### src/rtl/dii_buffer_pkg.sv
// Shared helpers for DII buffering blocks: count-width derivation and the
// head-of-buffer packet length scan.
package dii_buffer_pkg;

   localparam int MAX_DEPTH = 64;
   localparam int IDX_W     = $clog2(MAX_DEPTH);

   function automatic int count_width(input int depth);
      return $clog2(depth + 1);
   endfunction

   // Length of the packet at the head: flits from rd_ptr up to and including
   // the first stored last flag; 0 when no complete packet is stored.
   function automatic int head_packet_size(input logic [MAX_DEPTH-1:0] last_vec,
                                           input int rd_ptr,
                                           input int fill,
                                           input int depth);
      int               size;
      logic [IDX_W-1:0] idx;
      size = 0;
      for (int i = 0; i < MAX_DEPTH; i++) begin
         idx = IDX_W'((rd_ptr + i) & (depth - 1));
         if (size == 0 && i < fill && last_vec[idx]) begin
            size = i + 1;
         end
      end
      return size;
   endfunction

endpackage

### src/rtl/dii_channel.sv
// DII flit channel: data with first/last framing and a valid/ready handshake.
interface dii_channel #(
   parameter int WIDTH = 16
);
   logic [WIDTH-1:0] data;
   logic             first;
   logic             last;
   logic             valid;
   logic             ready;

   modport master (output data, output first, output last, output valid, input ready);
   modport slave  (input data, input first, input last, input valid, output ready);
endinterface

### src/rtl/dii_packet_fifo_mem.sv
// Flit storage for dii_packet_fifo: one write port, combinational read, and
// a flat view of every entry's last flag for the packet-size scan.
module dii_packet_fifo_mem #(
   parameter int W     = 18,
   parameter int DEPTH = 8,
   parameter int AW    = $clog2(DEPTH)
) (
   input  logic             clk,
   input  logic             wr_en,
   input  logic [AW-1:0]    wr_addr,
   input  logic [W-1:0]     wr_data,
   input  logic [AW-1:0]    rd_addr,
   output logic [W-1:0]     rd_data,
   output logic [DEPTH-1:0] last_vec
);

   logic [W-1:0] mem_q [DEPTH];
   logic [W-1:0] mem_d [DEPTH];

   always_comb begin
      mem_d = mem_q;
      if (wr_en) begin
         mem_d[wr_addr] = wr_data;
      end
   end

   // Entries carry no reset: contents are only meaningful behind the pointers.
   always_ff @(posedge clk) begin
      mem_q <= mem_d;
   end

   always_comb begin
      rd_data = mem_q[rd_addr];
      for (int i = 0; i < DEPTH; i++) begin
         last_vec[i] = mem_q[i][W-2];
      end
   end

endmodule

### src/rtl/dii_packet_fifo.sv
// Pointer-based DII flit FIFO with occupancy/packet status, optional
// store-and-forward presentation and a starvation release for oversize packets.
module dii_packet_fifo
   import dii_buffer_pkg::*;
#(
   parameter int WIDTH      = 16,
   parameter int DEPTH      = 8,
   parameter int FULLPACKET = 0,
   parameter int CW         = count_width(DEPTH)
) (
   input  logic          clk,
   input  logic          rst,
   dii_channel.slave     in,
   dii_channel.master    out,
   output logic [CW-1:0] fill_level,
   output logic [CW-1:0] packet_count,
   output logic [CW-1:0] packet_size,
   output logic          starved
);

   localparam int            AW       = $clog2(DEPTH);
   localparam int            EW       = WIDTH + 2;
   localparam logic [CW-1:0] FULL_CNT = CW'(DEPTH);

   logic [AW-1:0] wr_ptr_q, wr_ptr_d;
   logic [AW-1:0] rd_ptr_q, rd_ptr_d;
   logic [CW-1:0] fill_q, fill_d;
   logic [CW-1:0] pkt_cnt_q, pkt_cnt_d;
   logic          release_q, release_d;

   logic          full, empty;
   logic          in_ready, out_valid;
   logic          push, pop;
   logic          pkt_inc, pkt_dec;
   logic [EW-1:0] wr_entry, rd_entry;
   logic [DEPTH-1:0] last_vec;

   assign wr_entry = {in.first, in.last, in.data};

   dii_packet_fifo_mem #(
      .W     (EW),
      .DEPTH (DEPTH),
      .AW    (AW)
   ) u_mem (
      .clk      (clk),
      .wr_en    (push),
      .wr_addr  (wr_ptr_q),
      .wr_data  (wr_entry),
      .rd_addr  (rd_ptr_q),
      .rd_data  (rd_entry),
      .last_vec (last_vec)
   );

   always_comb begin
      full     = (fill_q == FULL_CNT);
      empty    = (fill_q == '0);
      // Ready looks only at stored occupancy, so a same-cycle pop never makes room.
      in_ready = ~rst & ~full;
      if (FULLPACKET != 0) begin
         out_valid = (pkt_cnt_q != '0) | release_q;
      end else begin
         out_valid = ~empty;
      end
      push    = in.valid & in_ready;
      pop     = out_valid & out.ready;
      pkt_inc = push & in.last;
      pkt_dec = pop & rd_entry[WIDTH];
   end

   always_comb begin
      wr_ptr_d  = wr_ptr_q;
      rd_ptr_d  = rd_ptr_q;
      fill_d    = fill_q;
      pkt_cnt_d = pkt_cnt_q;
      release_d = release_q;

      if (push) begin
         wr_ptr_d = wr_ptr_q + AW'(1);
      end
      if (pop) begin
         rd_ptr_d = rd_ptr_q + AW'(1);
      end

      case ({push, pop})
         2'b10:   fill_d = fill_q + CW'(1);
         2'b01:   fill_d = fill_q - CW'(1);
         default: fill_d = fill_q;
      endcase

      case ({pkt_inc, pkt_dec})
         2'b10:   pkt_cnt_d = pkt_cnt_q + CW'(1);
         2'b01:   pkt_cnt_d = pkt_cnt_q - CW'(1);
         default: pkt_cnt_d = pkt_cnt_q;
      endcase

      // A full buffer with no complete packet can never become presentable:
      // stream it out cut-through until the packet's last flit has left.
      if (FULLPACKET == 0) begin
         release_d = 1'b0;
      end else if (release_q && pkt_dec) begin
         release_d = 1'b0;
      end else if (full && pkt_cnt_q == '0) begin
         release_d = 1'b1;
      end

      if (rst) begin
         wr_ptr_d  = '0;
         rd_ptr_d  = '0;
         fill_d    = '0;
         pkt_cnt_d = '0;
         release_d = 1'b0;
      end
   end

   always_ff @(posedge clk) begin
      wr_ptr_q  <= wr_ptr_d;
      rd_ptr_q  <= rd_ptr_d;
      fill_q    <= fill_d;
      pkt_cnt_q <= pkt_cnt_d;
      release_q <= release_d;
   end

   assign in.ready     = in_ready;
   assign out.valid    = out_valid;
   assign out.data     = rd_entry[WIDTH-1:0];
   assign out.last     = rd_entry[WIDTH];
   assign out.first    = rd_entry[WIDTH+1];
   assign fill_level   = fill_q;
   assign packet_count = pkt_cnt_q;
   assign starved      = release_q;
   assign packet_size  = CW'(head_packet_size(MAX_DEPTH'(last_vec), int'(rd_ptr_q),
                                              int'(fill_q), DEPTH));

endmodule

### src/flat_wrapper.sv
// flat-port wrapper written by rule: the top's interface ports become plain ports
module dii_packet_fifo_flat import dii_buffer_pkg::*;
#(
   parameter int WIDTH      = 16,
   parameter int DEPTH      = 8,
   parameter int FULLPACKET = 0,
   parameter int CW         = count_width(DEPTH)
)
  (clk, rst, fill_level, packet_count, packet_size, starved, in_data, in_first, in_last, in_valid, in_ready, out_data, out_first, out_last, out_valid, out_ready);
  dii_channel #(.WIDTH(WIDTH)) in_i ();
  dii_channel #(.WIDTH(WIDTH)) out_i ();
  input  logic clk;
  input  logic rst;
  output logic [CW-1:0] fill_level;
  output logic [CW-1:0] packet_count;
  output logic [CW-1:0] packet_size;
  output logic starved;
  input wire logic [$bits(in_i.data)-1:0] in_data;
  input wire logic [$bits(in_i.first)-1:0] in_first;
  input wire logic [$bits(in_i.last)-1:0] in_last;
  input wire logic [$bits(in_i.valid)-1:0] in_valid;
  output wire logic [$bits(in_i.ready)-1:0] in_ready;
  output wire logic [$bits(out_i.data)-1:0] out_data;
  output wire logic [$bits(out_i.first)-1:0] out_first;
  output wire logic [$bits(out_i.last)-1:0] out_last;
  output wire logic [$bits(out_i.valid)-1:0] out_valid;
  input wire logic [$bits(out_i.ready)-1:0] out_ready;
  assign in_i.data = in_data;
  assign in_i.first = in_first;
  assign in_i.last = in_last;
  assign in_i.valid = in_valid;
  assign in_ready = in_i.ready;
  assign out_data = out_i.data;
  assign out_first = out_i.first;
  assign out_last = out_i.last;
  assign out_valid = out_i.valid;
  assign out_i.ready = out_ready;
  dii_packet_fifo #(.WIDTH(WIDTH), .DEPTH(DEPTH), .FULLPACKET(FULLPACKET), .CW(CW)) u_core (.clk(clk), .rst(rst), .in(in_i), .out(out_i), .fill_level(fill_level), .packet_count(packet_count), .packet_size(packet_size), .starved(starved));
endmodule
### config.mk
export PLATFORM = sky130hd
export DESIGN_NAME = dii_packet_fifo_flat
export DESIGN_NICKNAME = d
export VERILOG_FILES = /design/src/rtl/dii_buffer_pkg.sv /design/src/rtl/dii_channel.sv /design/src/rtl/dii_packet_fifo_mem.sv /design/src/rtl/dii_packet_fifo.sv /design/src/flat_wrapper.sv
export SDC_FILE = /design/constraint.sdc
export NUM_CORES = 1
export LEC_CHECK = 0
export BUFFER_PORTS_ARGS = -buffer_cell sky130_fd_sc_hd__buf_2
export CORE_MARGIN = 1.5
export CORE_UTILIZATION = 40
export CTS_CLUSTER_SIZE = 16
export DETAILED_ROUTE_END_ITERATION = 12
export HOLD_SLACK_MARGIN = 0.15
export SYNTH_ARGS = -nofsm -noshare
export SYNTH_HDL_FRONTEND = slang
export SYNTH_SLANG_ARGS = --single-unit
export TNS_END_PERCENT = 20
### constraint.sdc
create_clock -name clk -period 4.62 [get_ports clk]
set_clock_uncertainty 0.05 [all_clocks]
set_input_delay 0 -clock clk [delete_from_list [all_inputs] [get_ports clk]]
set_output_delay 0 -clock clk [all_outputs]
set_load 0.02 [all_outputs]
# After elaboration in Yosys (flattened, before gate mapping)
# Cells that the tools add are included.
classes:
  addsub: 20
  n_lt_le_gt_ge: 33
  n_eq_ne: 5
  mux: 53
  n_bitwise: 10
  n_reduce_logical: 47
ops:
  columns: ["cell", "n"]
  rows:
  - ["$logic_not A32 Y1", 14]
  - ["$mux W32", 13]
  - ["$bwmux W144", 1]
  - ["$lt A3 B7 Y1 const B", 15]
  - ["$bmux W18 S3", 1]
  - ["$demux W18 S3", 1]
  - ["$mux W18", 3]
  - ["$bmux W1 S3", 15]
  - ["$logic_and A1 B1 Y1", 30]
  - ["$lt A4 B4 Y1 const A", 7]
  - ["$add A3 B3 Y3 const B", 7]
  - ["$lt A3 B4 Y1 const A", 4]
  - ["$mux W1", 16]
  - ["$pmux W4 S2", 2]
  - ["$add A3 B1 Y3 const B", 5]
  - ["$add A3 B2 Y3 const B", 4]
  - ["$add A4 B1 Y4 const B", 2]
  - ["$ge A4 B4 Y1 const B", 2]
  - ["$lt A1 B4 Y1 const A", 2]
  - ["$lt A2 B4 Y1 const A", 2]
  - ["$not A3 Y4", 2]
  - ["$sub A4 B1 Y4 const B", 2]
  - ["$and A1 B1 Y1", 5]
  - ["$eq A2 B1 Y1 const B", 2]
  - ["other kinds (7)", 11]
totals:
  register_bits: 158
  output_inout_bits: 33
  elab_cells: 180

# Depth between registers and ports, before layout
depth:
  word_depth: 60
  mapped_depth: 11
  depth_no_buf: 11

# Hierarchy
# From an unflattened synthesis, not the netlist that was laid out.
hier_totals:
  hier_cells: 372
  hier_area_um2: 6989.2
by_module_without_submodules:
  columns: ["module", "n_inst", "cells_each", "area_per_inst_um2", "seq_area_each_um2"]
  rows:
  - ["dii_packet_fifo_mem", 1, 229, 5664.2, 4324.1]
  - ["dii_packet_fifo", 1, 143, 1325.0, 280.3]

# Worst setup path after synthesis
# No wires, ideal clock.
synth_timing:
  path_type: "register to register"
  startpoint: "register u_core.fill_q[0] (netlist: u_core.fill_level[0])"
  endpoint: "register u_core.u_mem.mem_q, in the netlist u_core.u_mem.last_vec[0], enable pin"
  setup_ns: 0.439
  arrival_ns: 3.468
  slack_ns: 0.663
  stages_incl_launch_ff: 6
  n_path_buf: 0
  synth_period_minus_slack_ns: 3.957
  path_cell_list: "dfxtp_1 > inv_1 > ha_1 > a311oi_1 > inv_1 > nor4_1"
synth_via:
  elab_chain_cells: 4
synth_lines:
  columns: ["item", "line_no", "text"]
  rows:
  - ["start, declared", "dii_packet_fifo.sv:27", "logic [CW-1:0] fill_q, fill_d;"]
  - ["start signal, assigned", "dii_packet_fifo.sv:118", "fill_q <= fill_d;"]
  - ["$eq A4 B4 Y1", "dii_packet_fifo.sv:55", "full = (fill_q == FULL_CNT);"]
  - ["$not A1 Y1", "dii_packet_fifo.sv:58", "in_ready = ~rst & ~full;"]
  - ["$and A1 B1 Y1", "dii_packet_fifo.sv:58", null]
  - ["$and A1 B1 Y1", "dii_packet_fifo.sv:64", "push = in.valid & in_ready;"]
  - ["end signal, assigned", "dii_packet_fifo_mem.sv:29", "mem_q <= mem_d;"]
  - ["end, declared", "dii_packet_fifo_mem.sv:17", "logic [W-1:0] mem_q [DEPTH];"]
# Every way passes these cells.
# A chain may end at the register's enable or synchronous reset.

# Worst setup path after layout
layout_timing:
  startpoint: "register u_core.rd_ptr_q[0]"
  endpoint: "output port packet_size[3]"
layout_via:
  elab_chain_cells: 60
  word_cells_on_any_way: 102
layout_lines:
  columns: ["item", "line_no", "text"]
  rows:
  - ["start, declared", "dii_packet_fifo.sv:26", "logic [AW-1:0] rd_ptr_q, rd_ptr_d;"]
  - ["start signal, assigned", "dii_packet_fifo.sv:117", "rd_ptr_q <= rd_ptr_d;"]
  - ["$bmux W1 S3", "dii_buffer_pkg.sv:23", "if (size == 0 && i < fill && last_vec[idx]) begin"]
  - ["$mux W1 (implied by the code)", "dii_buffer_pkg.sv:23", null]
  - ["$logic_and A1 B1 Y1", "dii_buffer_pkg.sv:23", null]
  - ["$mux W1", "dii_buffer_pkg.sv:23", null]
  - ["$logic_not A32 Y1", "dii_buffer_pkg.sv:23", null]
  - ["$logic_and A1 B1 Y1 (2 in series)", "dii_buffer_pkg.sv:23", null]
  - ["$mux W32", "dii_buffer_pkg.sv:23", null]
  - ["$logic_not A32 Y1", "dii_buffer_pkg.sv:23", null]
  - ["(+40 left out)", null, null]
  - ["$logic_and A1 B1 Y1 (2 in series)", "dii_buffer_pkg.sv:23", null]
  - ["$mux W32", "dii_buffer_pkg.sv:23", null]
  - ["$logic_not A32 Y1", "dii_buffer_pkg.sv:23", null]
  - ["$logic_and A1 B1 Y1 (2 in series)", "dii_buffer_pkg.sv:23", null]
  - ["$mux W32", "dii_buffer_pkg.sv:23", null]
  - ["$logic_not A32 Y1", "dii_buffer_pkg.sv:23", null]
  - ["$logic_and A1 B1 Y1 (2 in series)", "dii_buffer_pkg.sv:23", null]
  - ["$mux W4 (*)", "dii_buffer_pkg.sv:23", null]
  - ["end, declared", "flat_wrapper.sv:16", "output logic [CW-1:0] packet_size;"]
# Every way passes the cells marked *; elsewhere a longest branch is shown, timed or not. The select of a mux whose other input is x is not followed.

==> out/metrics.csv <==
metric,value,unit
setup-violations-final,0,
crit_arrival,3.28,ns
nets,481,
synth_edf_count,144,
finalMaxSlewViolations,0,
grt_util_met2,0.256,
synthTopCellsByCount,"edfxtp_1, mux4_2, nor2_1",
worst_slew_pin_slew,0.932,ns
synth_top_cell_by_area,edfxtp_1,
status,"finished, final reports clean",
gp_congestion,0.787,
grt_max_degree,34,
maxCapViolations,0,
hold_viol_final,0,
clock_path_buffers,2,
cp.required,4.57,ns
io_buffers,53,
synthArstFlopShare,0,
synth_cell_type_count,48,
start_util,0.414,
ioPinCount,55,
gr-total-overflow,0,
tritoncts,done,
wirelength,12.8,mm
ys_seq_area_frac,0.692,
dieArea,17400,um^2
cts_buffers,17,
slowest_stage,dfxtp_2,
fin_crit_sh,0.720,
antenna_found_initial,0,
grt-busiest-layer,met2,
via_per_inst,5.11,
firstDrtPassIters,4,
diodes,0,
cp_cell_sequence,"inv_1, ha_1, mux4_2, mux2_1, o21ai_1, nor3b_1, and4bb_1, buf_2",
drtIter0Drc,211,
area_growth,20.7,%
die_w,132,um
syn-cell-area,6650,um^2
fill_cells,1319,
drt-wirelength-per-cell,18.9,um
met1_usage,0.202,
cp-end-kind,output pin,
maxSlewHeadroom,0.375,
cts_root_buf,clkbuf_16,
drive_gt1_frac,0.357,
track_usage,0.156,
cp_top_family,multiplexers,
synth_area_leaders,"edfxtp_1, mux4_2, dfxtp_1",
yosysTopAreaCellShare,0.650,
syn-num-nets,391,
dp_cells,623,
ys_warn_count,0,
synthCells,358,
fp.dieH,132,um
hpwl,7.61,mm
fmax,0.301,GHz
cp_num_buf_inv,2,
clk_pin_slew,0.06,ns
rsz0062_at_grt,no,
critical_path.startpoint_type,flop,
clock-sinks,158,
core-area,16100,um^2
power_density,520,nW/um^2
cellLeakagePower,0.00273,uW
num_vias,3452,
r2r_setup_slack,1.32,ns
synth.avg_cell_area,18.6,um^2
period_needed,3.33,ns
grt_pass1_vias,3622,
worst-setup-path-type,reg2out,
grt_pass1_wl,20.4,mm
post_cts_resize_count,0,
hp-class,in2reg,
rows,46,
peakVddDrop,474,uV
cts_max_level,4,
fin_tns_setup,0,ns
worst-path-max-fanout,16,
drc_errors,0,
yosys_register_bits,158,
worstSkewPairLatency,0.41,ns
ys.flop_type,edfxtp_1,
cp_slowest_stage_delay,0.60,ns
yosysMostFrequentCell,edfxtp_1,
met3_usage,0.0442,
final_antenna_net_count,0,
stdcell_count,676,
## registers in the layout, summed over array words and instances, names as in the netlist
name and flops:
u_core.u_mem.last_vec 8, u_core.fill_level 4, u_core.wr_ptr_q 3, u_core.rd_ptr_q 3
u_core.u_mem.mem_q 136, u_core.packet_count 4
## layer usage
layer	vias up	wire (um)
met4	0	129
li1	1606	-
met2	72	6350
met5	-	0
met1	1764	5780
met3	10	552
## worst register-to-register path: stages, from the launching register on
cell and delay (ns):
dfxtp_1 0.43, inv_1 0.10, ha_1 0.27, a311oi_1 0.80, inv_1 0.32, nor3_2 0.64, buf_4 0.37
## cells by family (layout without fill, tap and decap cells)
group | Yosys count | count (layout) | synth area share
adder cells (fa/ha/maj) | 11 | 11 | 0.0218
AND/OR/NAND/NOR | 55 | 55 | 0.0418
AO/OA/AOI/OAI | 27 | 27 | 0.0246
XOR/XNOR | 12 | 12 | 0.0158
flip-flops | 158 | 158 | 0.692
multiplexers | 68 | 68 | 0.186
other | 1 | 1 | 0.000564
buffers and inverters | 26 | 128 | 0.0169
## path summary, 6_finish.rpt
kind / from / to / cells past startpoint
worst max-delay path: u_core.rd_ptr_q[0] / packet_size[3] / 8
worst min-delay path: in_data[11] / u_core.u_mem.mem_q[47] / 2
worst max register to register: u_core.fill_level[0] / u_core.u_mem.mem_q[80] / 6
worst min register to register: u_core.packet_count[3] / u_core.packet_count[3] / 2
## power breakdown
part	internal (uW)	leakage [uW]	switching, uW
registers	1610	0.00142	71.3
logic	540	0.00104	597
clock network	798	0.000268	551
## cell type report
class	count	area [um^2]	share of cell area
sequential	158	4610	0.574
inverter	11	41.3	0.00515
timing repair buffer	86	568	0.0708
tap	216	270	0.0337
clock inverter	12	138	0.0172
multi-input combinational	174	1970	0.245
clock buffer	19	433	0.0540
## metrics by stage
stage | setup slack (ns) | util | instance area [um^2] | hold slack (ns) | power, uW
2_1_floorplan | 0.663 | - | 6650 | 0.0191 | 2570
3_3_place_gp | 1.47 | 0.450 | 7230 | 0.212 | 2830
3_5_place_dp | 1.29 | 0.450 | 7230 | 0.228 | 2850
4_1_cts | 1.24 | 0.500 | 8020 | 0.325 | 4220
5_1_grt | 1.03 | 0.500 | 8020 | 0.346 | 4370
6_report | 1.29 | 0.500 | 8020 | 0.344 | 4170
## what timing repair did
action                    in CTS  in global routing
buffers inserted               0                  0
hold endpoints to repair     158                  0
hold buffers                  22                  0
## layout by cell type (no fill, tap or decap), types with 3 or more instances in the layout
cell type      count
inv_1             11
buf_2             53
buf_4             11
mux4_2            39
dlygate4sd3_1     22
xor2_1             8
o21ai_0            5
nand2_1            9
clkinvlp_4         4
mux2_2            17
nor2_2             3
nand2b_1           5
mux2i_1            4
nor3_2             4
dfxtp_1           12
mux2_1             4
xnor2_1            4
clkbuf_16         17
edfxtp_1         144
a21oi_1           10
ha_1              10
nor2_1            17
(Power assumes the default switching activity.)
